## config.mk

```make
export PLATFORM = sky130hd
export DESIGN_NAME = mem_initiator_flat
export DESIGN_NICKNAME = d
export VERILOG_FILES = /design/src/rtl/mem_initiator_pkg.sv /design/src/rtl/mem_initiator_if.sv /design/src/rtl/mem_initiator.sv /design/src/flat_wrapper.sv
export SDC_FILE = /design/constraint.sdc
export NUM_CORES = 1
export LEC_CHECK = 0
export CAP_MARGIN = 20
export CORE_ASPECT_RATIO = 1.25
export CORE_MARGIN = 2
export CORE_UTILIZATION = 37
export DETAILED_ROUTE_END_ITERATION = 16
export PLACE_DENSITY = 0.77
export SYNTH_ARGS = -nofsm -noshare
export SYNTH_HDL_FRONTEND = slang
export SYNTH_SLANG_ARGS = --single-unit
```

## constraint.sdc

```tcl
create_clock -name clk -period 1.5 [get_ports clk]
set_input_delay 0.15 -clock clk [delete_from_list [all_inputs] [get_ports clk]]
set_output_delay 0.15 -clock clk [all_outputs]
set_load 0.02 [all_outputs]
```

## src/rtl/mem_initiator_pkg.sv

```systemverilog
// Shared definitions for the memory initiator: register and memory-port
// types, enable levels, FSM state encoding and the wait-counter width helper.
package mem_initiator_pkg;

   localparam int RegWidth     = 32;
   localparam int MemAddrWidth = 6;

   typedef logic [RegWidth-1:0] Register;

   localparam logic ENABLE  = 1'b1;
   localparam logic DISABLE = 1'b0;

   // Word memory request: full byte address, the memory decodes the word index
   typedef struct packed {
      logic [31:0] addr;
      logic        read;
      logic        write;
      Register     val;
   } M_input;

   // Word memory response, returned combinationally
   typedef struct packed {
      Register val;
   } M_output;

   typedef enum logic [1:0] {
      IDLE   = 2'd0,
      ACCESS = 2'd1,
      RESP   = 2'd2
   } mi_state_e;

   // Wait counter must hold WAIT_CYCLES and is never narrower than one bit
   function automatic int cnt_width(input int wait_cycles);
      return (wait_cycles < 1) ? 1 : $clog2(wait_cycles + 1);
   endfunction

endpackage

```

## src/rtl/mem_initiator_if.sv

```systemverilog
// Core request/response channel plus word-memory port of the initiator.
// slave  : the initiator's view (accepts core requests, drives the memory).
// master : the environment's view (core driving requests, memory responding).
interface mem_initiator_if
   import mem_initiator_pkg::*;
();

   logic        req_valid;
   logic        req_ready;
   logic        req_write;
   logic [31:0] req_addr;
   Register     req_wdata;

   logic        rsp_valid;
   logic        rsp_ready;
   Register     rsp_rdata;
   logic        rsp_err;

   M_input      mem_req;
   M_output     mem_rsp;

   modport slave (
      input  req_valid, req_write, req_addr, req_wdata, rsp_ready, mem_rsp,
      output req_ready, rsp_valid, rsp_rdata, rsp_err, mem_req
   );

   modport master (
      output req_valid, req_write, req_addr, req_wdata, rsp_ready, mem_rsp,
      input  req_ready, rsp_valid, rsp_rdata, rsp_err, mem_req
   );

endinterface

```

## src/rtl/mem_initiator.sv

```systemverilog
// Single-request memory initiator: accepts one core load/store, runs it
// against a word memory with WAIT_CYCLES extra access cycles, and holds the
// response until the core takes it.
// Optional build macro MEM_INITIATOR_ALIGN_CHECK_EN: reject misaligned
// addresses with rsp_err instead of touching memory.
//
// state  | meaning
// -------+-------------------------------------------------------------
// IDLE   | ready for a request; latches it on handshake
// ACCESS | drives the memory; wait counter runs down to 0
// RESP   | response registered; rsp_valid held until rsp_ready
module mem_initiator
   import mem_initiator_pkg::*;
#(
   parameter int WAIT_CYCLES = 0
) (
   input  logic            clk,
   input  logic            rst_n,
   mem_initiator_if.slave  bus_io
);

   localparam int               CntW    = cnt_width(WAIT_CYCLES);
   localparam logic [CntW-1:0]  CntLoad = CntW'(WAIT_CYCLES);

   mi_state_e       state_q, state_d;
   logic [CntW-1:0] cnt_q, cnt_d;
   logic            write_q, write_d;
   logic [31:0]     addr_q, addr_d;
   Register         wdata_q, wdata_d;
   Register         rdata_q, rdata_d;
   logic            rsp_valid_q, rsp_valid_d;
`ifdef MEM_INITIATOR_ALIGN_CHECK_EN
   logic            err_q, err_d;
`endif

   logic            req_ready_c;
   logic            mem_read_c;
   logic            mem_write_c;

   // State and datapath registers; reset drops any in-flight request
   always_ff @(posedge clk or negedge rst_n) begin
      if (!rst_n) begin
         state_q     <= IDLE;
         cnt_q       <= '0;
         write_q     <= 1'b0;
         addr_q      <= '0;
         wdata_q     <= '0;
         rdata_q     <= '0;
         rsp_valid_q <= 1'b0;
`ifdef MEM_INITIATOR_ALIGN_CHECK_EN
         err_q       <= 1'b0;
`endif
      end else begin
         state_q     <= state_d;
         cnt_q       <= cnt_d;
         write_q     <= write_d;
         addr_q      <= addr_d;
         wdata_q     <= wdata_d;
         rdata_q     <= rdata_d;
         rsp_valid_q <= rsp_valid_d;
`ifdef MEM_INITIATOR_ALIGN_CHECK_EN
         err_q       <= err_d;
`endif
      end
   end

   // Next-state, counter and memory-enable decode
   always_comb begin
      state_d     = state_q;
      cnt_d       = cnt_q;
      write_d     = write_q;
      addr_d      = addr_q;
      wdata_d     = wdata_q;
      rdata_d     = rdata_q;
      rsp_valid_d = rsp_valid_q;
`ifdef MEM_INITIATOR_ALIGN_CHECK_EN
      err_d       = err_q;
`endif
      req_ready_c = 1'b0;
      mem_read_c  = DISABLE;
      mem_write_c = DISABLE;

      unique case (state_q)
         IDLE: begin
            req_ready_c = 1'b1;
            if (bus_io.req_valid) begin
               write_d = bus_io.req_write;
               addr_d  = bus_io.req_addr;
               wdata_d = bus_io.req_wdata;
               cnt_d   = CntLoad;
               // stores and errors report zero data
               rdata_d = '0;
`ifdef MEM_INITIATOR_ALIGN_CHECK_EN
               err_d   = 1'b0;
               if (bus_io.req_addr[1:0] != 2'b00) begin
                  err_d   = 1'b1;
                  state_d = RESP;
               end else begin
                  state_d = ACCESS;
               end
`else
               state_d = ACCESS;
`endif
            end
         end

         ACCESS: begin
            mem_read_c = write_q ? DISABLE : ENABLE;
            if (cnt_q == '0) begin
               // store commits on exactly this one edge
               mem_write_c = write_q ? ENABLE : DISABLE;
               if (!write_q) begin
                  rdata_d = bus_io.mem_rsp.val;
               end
               state_d = RESP;
            end else begin
               cnt_d = cnt_q - 1'b1;
            end
         end

         RESP: begin
            // rsp_valid rises one cycle after entering RESP
            rsp_valid_d = 1'b1;
            if (rsp_valid_q && bus_io.rsp_ready) begin
               rsp_valid_d = 1'b0;
               state_d     = IDLE;
            end
         end

         default: begin
            state_d = IDLE;
         end
      endcase
   end

   assign bus_io.req_ready = req_ready_c;
   assign bus_io.rsp_valid = rsp_valid_q;
   assign bus_io.rsp_rdata = rdata_q;
`ifdef MEM_INITIATOR_ALIGN_CHECK_EN
   assign bus_io.rsp_err   = err_q;
`else
   assign bus_io.rsp_err   = 1'b0;
`endif

   // Address and data hold their latched values outside ACCESS
   assign bus_io.mem_req = '{addr:  addr_q,
                             read:  mem_read_c,
                             write: mem_write_c,
                             val:   wdata_q};

endmodule

```

## src/flat_wrapper.sv

```systemverilog
// flat-port wrapper written by rule: the top's interface ports become plain ports
module mem_initiator_flat import mem_initiator_pkg::*;
#(
   parameter int WAIT_CYCLES = 0
)
  (clk, rst_n, bus_io_req_valid, bus_io_req_write, bus_io_req_addr, bus_io_req_wdata, bus_io_rsp_ready, bus_io_mem_rsp, bus_io_req_ready, bus_io_rsp_valid, bus_io_rsp_rdata, bus_io_rsp_err, bus_io_mem_req);
  mem_initiator_if bus_io_i ();
  input  logic clk;
  input  logic rst_n;
  input wire logic [$bits(bus_io_i.req_valid)-1:0] bus_io_req_valid;
  input wire logic [$bits(bus_io_i.req_write)-1:0] bus_io_req_write;
  input wire logic [$bits(bus_io_i.req_addr)-1:0] bus_io_req_addr;
  input wire logic [$bits(bus_io_i.req_wdata)-1:0] bus_io_req_wdata;
  input wire logic [$bits(bus_io_i.rsp_ready)-1:0] bus_io_rsp_ready;
  input wire logic [$bits(bus_io_i.mem_rsp)-1:0] bus_io_mem_rsp;
  output wire logic [$bits(bus_io_i.req_ready)-1:0] bus_io_req_ready;
  output wire logic [$bits(bus_io_i.rsp_valid)-1:0] bus_io_rsp_valid;
  output wire logic [$bits(bus_io_i.rsp_rdata)-1:0] bus_io_rsp_rdata;
  output wire logic [$bits(bus_io_i.rsp_err)-1:0] bus_io_rsp_err;
  output wire logic [$bits(bus_io_i.mem_req)-1:0] bus_io_mem_req;
  assign bus_io_i.req_valid = bus_io_req_valid;
  assign bus_io_i.req_write = bus_io_req_write;
  assign bus_io_i.req_addr = bus_io_req_addr;
  assign bus_io_i.req_wdata = bus_io_req_wdata;
  assign bus_io_i.rsp_ready = bus_io_rsp_ready;
  assign bus_io_i.mem_rsp = bus_io_mem_rsp;
  assign bus_io_req_ready = bus_io_i.req_ready;
  assign bus_io_rsp_valid = bus_io_i.rsp_valid;
  assign bus_io_rsp_rdata = bus_io_i.rsp_rdata;
  assign bus_io_rsp_err = bus_io_i.rsp_err;
  assign bus_io_mem_req = bus_io_i.mem_req;
  mem_initiator #(.WAIT_CYCLES(WAIT_CYCLES)) u_core (.clk(clk), .rst_n(rst_n), .bus_io(bus_io_i));
endmodule
```

== Yosys cells after proc, flatten, opt, wreduce, memory -nomap -nowiden ==
Cells that the tools add are included.
Word-level totals
  word-level logic and storage cells: 39
  output and inout bits: 101
  register bits: 101
Operators by class
  multiplexer cells: 18
  add/subtract/negate cells: 1
  eq/ne operators: 6
  reductions and logical operators: 7
Operators by type and width (number)
  $mux W32: 3
  $pmux W32 S2: 1
  $mux W1: 9
  $mux W2: 3
  $ne A2 B2 Y1 const B: 3
  $pmux W2 S3: 1
  $reduce_and A2 Y1: 2
  $reduce_and A4 Y1: 1
  $reduce_and A3 Y1: 1
  $eq A2 B1 Y1 const B: 1
  $eq A2 B2 Y1 const B: 1
  $logic_not A2 Y1: 1
  $ne A2 B1 Y1 const B: 1
  $pmux W1 S2: 1
  $reduce_bool A2 Y1: 1
  $logic_and A1 B1 Y1: 1
  $sub A1 B1 Y1 const B: 1

== Logic depth before layout (Yosys ltp) ==
  depth after elaboration: 3
  mapped depth: 5

== Least setup slack after synthesis ==
OpenSTA, ideal clock, no wires.
  path type: register -> register
  start point: reg u_core.state_q[0]
  end point: reg u_core.addr_q[0]
  data required time: 1.373 ns
  stages on the path, launching flop included: 6
  arrival: 1.322 ns
  path slack: 0.051 ns
  library setup time: 0.127 ns
  buffers on the path: 3
  path through: dfrtp_1 buf_2 nor3b_4 buf_6 buf_6 mux2_1
On the way
  longest elaborated chain between the ends: 2
RTL lines
  from (decl): RTL line mem_initiator.sv:25  | mi_state_e state_q, state_d;
  from (signal assigned): RTL line mem_initiator.sv:54  | state_q <= state_d;
  $logic_not A2 Y1: RTL line mem_initiator.sv:83  | unique case (state_q)
  $reduce_and A2 Y1 (no source line)
  to (signal assigned): RTL line mem_initiator.sv:57  | addr_q <= addr_d;
  to (decl): RTL line mem_initiator.sv:28  | logic [31:0] addr_q, addr_d;
No other way between the ends.
A chain may end at the register's enable or synchronous reset.

== Final worst setup path ==
  start point: reg u_core.state_q[1]
  end point: reg u_core.wdata_q[7]
On the way
  longest elaborated chain between the ends: 2
RTL lines
  $logic_not A2 Y1: RTL line mem_initiator.sv:83
  $reduce_and A2 Y1 (no source line)
  to (signal assigned): RTL line mem_initiator.sv:58  | wdata_q <= wdata_d;
  to (decl): RTL line mem_initiator.sv:29  | Register wdata_q, wdata_d;
No other way between the ends.

==> out/metrics.sh <==
SWITCHING_SHARE_PCT=37.09
CLKLATENCYLATEPIN_PS=340
RR_STARTPOINT='u_core.state_q[1]'
CRITICAL_PATH_CLASS='reg -> reg'
SETUP.WORST_PATH.END_CLASS='flop'
WORSTPATHARRIVAL_PS=1760
FINALWORSTPATHREQUIREDPERIOD_PS=1536
SYNTH_TOP_AREA_SHARE_PCT=59.88
FINAL.SETUP.WORST_SLACK_PS=-35.85
CLOCK_PIN_SLEW_ON_THE_WORST_SETUP_AND_HOLD_PATHS_PS=70
DIEHEIGHT_UM=122.8
GPL.FINAL_WEIGHTED_CONGESTION=0.7722
SYNTHCELLS=336
N_ANTENNA_CELL=0
INITIAL_DRC_COUNT=80
CPMOSTUSEDCELL='buf_12'
TIMING.HOLD.WORST.CLASS='in -> async'
ANTENNA_FOUND_INITIAL=0
SYNTH_AREA_PER_CELL_UM2=12.44
VIOLATIONS='negative setup slack'
YS_TYPES=20
CRITICAL_PATH_REQUIRED_PS=1720
SYNTH.CELL_AREA_UM2=4179
P_SWITCHING_mW=5.795
SYNTH_AREA_LEADER_CELL='dfrtp_1'
R2R_END='u_core.wdata_q[7]'
SLOWEST_STAGE='dfrtp_2'
SETUP_VIOL=44
SYNTH_SEQUENTIAL_AREA_RATIO_PCT=59.88
POWER_FRAC_SEQ_PCT=31.8
FP-ROW-COUNT=43
DETAIL_ROUTE.WIRELENGTH_MM=12.11
TOP_LIBRARY_CELLS_BY_USAGE_IN_THE_LAYOUT_FILL_AND_TAPS_ASIDE='clkdlybuf4s50_1, dfrtp_1, mux2_4'
NFILLCELLS=861
SUM_OF_NET_HALF_PERIMETERS_AFTER_DETAILED_PLACEMENT_MM=8.221
POWER_INTERNAL_mW=9.828
LEAKAGEPOWER_nW=3.484
DIE_W_UM=99.06
AVGVIACOUNTPERCELL=5.015
CLOCK_SINKS=100
IOS=202
TRITONCTS='yes'
GRT_SETUP_UNREPAIRED='true'
GRT_PASS1_VIAS=3614
CTS-HTREE-LEVELS=3
DETAILEDROUTE.FIRSTPASSITERATIONCOUNT=4
WIRE_PER_INST_UM=17.63
DRIVE_GT1_SHARE_PCT=17.75
CRIT_CHAIN='nor3b_4, buf_6, buf_12, buf_12, mux2_2'
MAX-CLOCK-PATH-BUFFERS=2
POWER.SHARE.COMBINATIONAL_PCT=52.5
GRT_MAX_DEGREE=59
CTS_BUFFERS=9
ACHIEVABLE-FREQUENCY_MHz=651.1
SLEW_VIOL_FINAL=0
GRTUSAGETOTAL_PCT=18.34
YOSYS-TOP-CELLS-AREA='dfrtp_1, mux2_1, mux2_2'
CLOCKPOWERSHARE_PCT=15.8
LARGEST_STAGE_DELAY_ON_THE_CRITICAL_PATH_PS=440
TIMING.CRITICAL_PATH.FROM_TYPE='flop'
PATH_MAX_FANOUT=10
INITIAL_UTILIZATION_PCT=37.89
YOSYSWARNINGS=0
VDD.IR_DROP.WORST_V=0.001261
SYN2LAYOUT_AREA_GROWTH_PCT=70.15
FINAL.PERIOD_UTILIZATION_PCT=102.4
OUTCOME='complete, but fails checks'
AREA.SEQUENTIAL_UM2=2505
COMMONEST_NON_FILL_NON_TAP_CELL_IN_THE_LAYOUT='clkdlybuf4s50_1'
POST_LAYOUT_UTILIZATION_OF_THE_CORE_PCT=64.47
HOLD_WS_PS=277.8
HOLD_VIOL_FINAL=0
FINAL_NET_COUNT=648
PLACE.PORT_BUFFERS=200
DIE-AREA_UM2=12170
FIN_SKEW_PS=6.838
ROOT_BUFFER='clkbuf_16'
FLOORPLAN.CORE_AREA_UM2=11030
REG2REGPATHDEPTH=5
POST-ROUTE-DRC-COUNT=0
POWER_PER_CELL_AREA_nW_PER_UM2=2197
DR_TOTAL_VIAS=3445
REG2REG_SETUP_SLACK_PS=-40
MAPPED_NETS=437
YOSYS_REGISTER_BITS=100
GR-TOTAL-OVERFLOW=0
ANTENNA_LEFT=0
CAP_VIOL_MAX_COUNT=0
MULTI_INPUT_LOGIC_AREA_UM2=1525
GRT_PASS1_WL_MM=17.74
through the flow:
step,worst slack (ps),setup TNS [ps],power (mW),instances,cell area (µm²)
global placement,-158.0,-9182,12.40,662,6401
floorplan,50.94,0,8.749,336,4179
global route,-81.60,-3095,16.50,687,7111
detailed placement,-187.3,-10190,12.63,662,6401
finish,-35.85,-715.0,15.62,687,7111
CTS,-2.848,-4.490,15.08,680,6725
synthesized netlist by cell type, drive strengths merged:
library cell	instances
dfrtp	100
mux2	65
inv	34
nand2	32
nand3	32
o221ai	32
buf	16
clkbuf	13
nor2	3
nand2b	2
and2	1
conb	1
mux2i	1
nor3b	1
o21ai	1
o21ba	1
or2	1
critical path: cells and delay by family, from the launching register on:
kind                   cells  cell delay (ps)
flip-flops                 1              440
buffers and inverters      3              430
multiplexers               1              330
AND/OR/NAND/NOR            1              210
final cells by class:
type / count / area share (%)
timing repair buffer: 229 / 34.70
clock inverter: 5 / 1.179
inverter: 34 / 1.795
clock buffer: 11 / 3.273
tap: 135 / 2.376
multi-input combinational: 173 / 21.45
sequential: 100 / 35.23
how the worst max path moves through the flow:
stage / start / to / slack, ps / cells after the start
6_report: u_core.state_q[1] / u_core.wdata_q[7] / -40 / 5
5_1_grt: u_core.state_q[1] / u_core.wdata_q[20] / -80 / 5
4_1_cts: u_core.state_q[0] / u_core.wdata_q[21] / -3 / 4
3_5_place_dp: bus_io_req_valid / u_core.wdata_q[20] / -190 / 5
3_3_place_gp: bus_io_req_valid / u_core.wdata_q[23] / -160 / 5
2_1_floorplan: u_core.state_q[0] / u_core.addr_q[0] / 50 / 5
power groups by stage:
stage	Clock, mW	Combinational, mW	Sequential, mW
after floorplan	0	2.25	6.50
after global placement	0	7.50	4.91
after detailed placement	0	7.66	4.97
after CTS	2.52	7.63	4.94
after global routing	2.63	8.70	5.16
final	2.47	8.20	4.96
cell families (layout without fill, tap and decap cells):
| logic type | count (synthesis) | count (layout) | synth area share (%) |
|---|---|---|---|
| multiplexers | 66 | 66 | 17.75 |
| AO/OA/AOI/OAI | 34 | 34 | 7.066 |
| flip-flops | 100 | 100 | 59.88 |
| other | 1 | 1 | 0.08973 |
| AND/OR/NAND/NOR | 72 | 72 | 8.024 |
| buffers and inverters | 63 | 279 | 7.186 |
registers in the layout, summed over array words and instances (netlist names):
| signal | count |
|---|---|
| u_core.addr_q | 32 |
| u_core.bus_io.rsp_rdata | 32 |
| u_core.wdata_q | 32 |
| u_core.state_q | 2 |
| u_core.bus_io.rsp_valid | 1 |
| u_core.write_q | 1 |
layer usage:
layer / track usage, % / wire length [µm] / vias to the layer above
met5: 0 / 0 / -
met4: 6.507 / 167 / 0
met3: 4.100 / 758 / 13
met2: 32.64 / 6418 / 139
met1: 21.73 / 4768 / 1712
li1: - / - / 1581
timing repair:
action	in CTS	in global routing
buffers inserted	1	3
gates cloned	0	4
setup endpoints to repair	42	93
pin swaps	0	1
endpoints found under the hold margin	23	0
resized for setup	23	85
hold buffers	1	0
(Power assumes the default switching activity.)
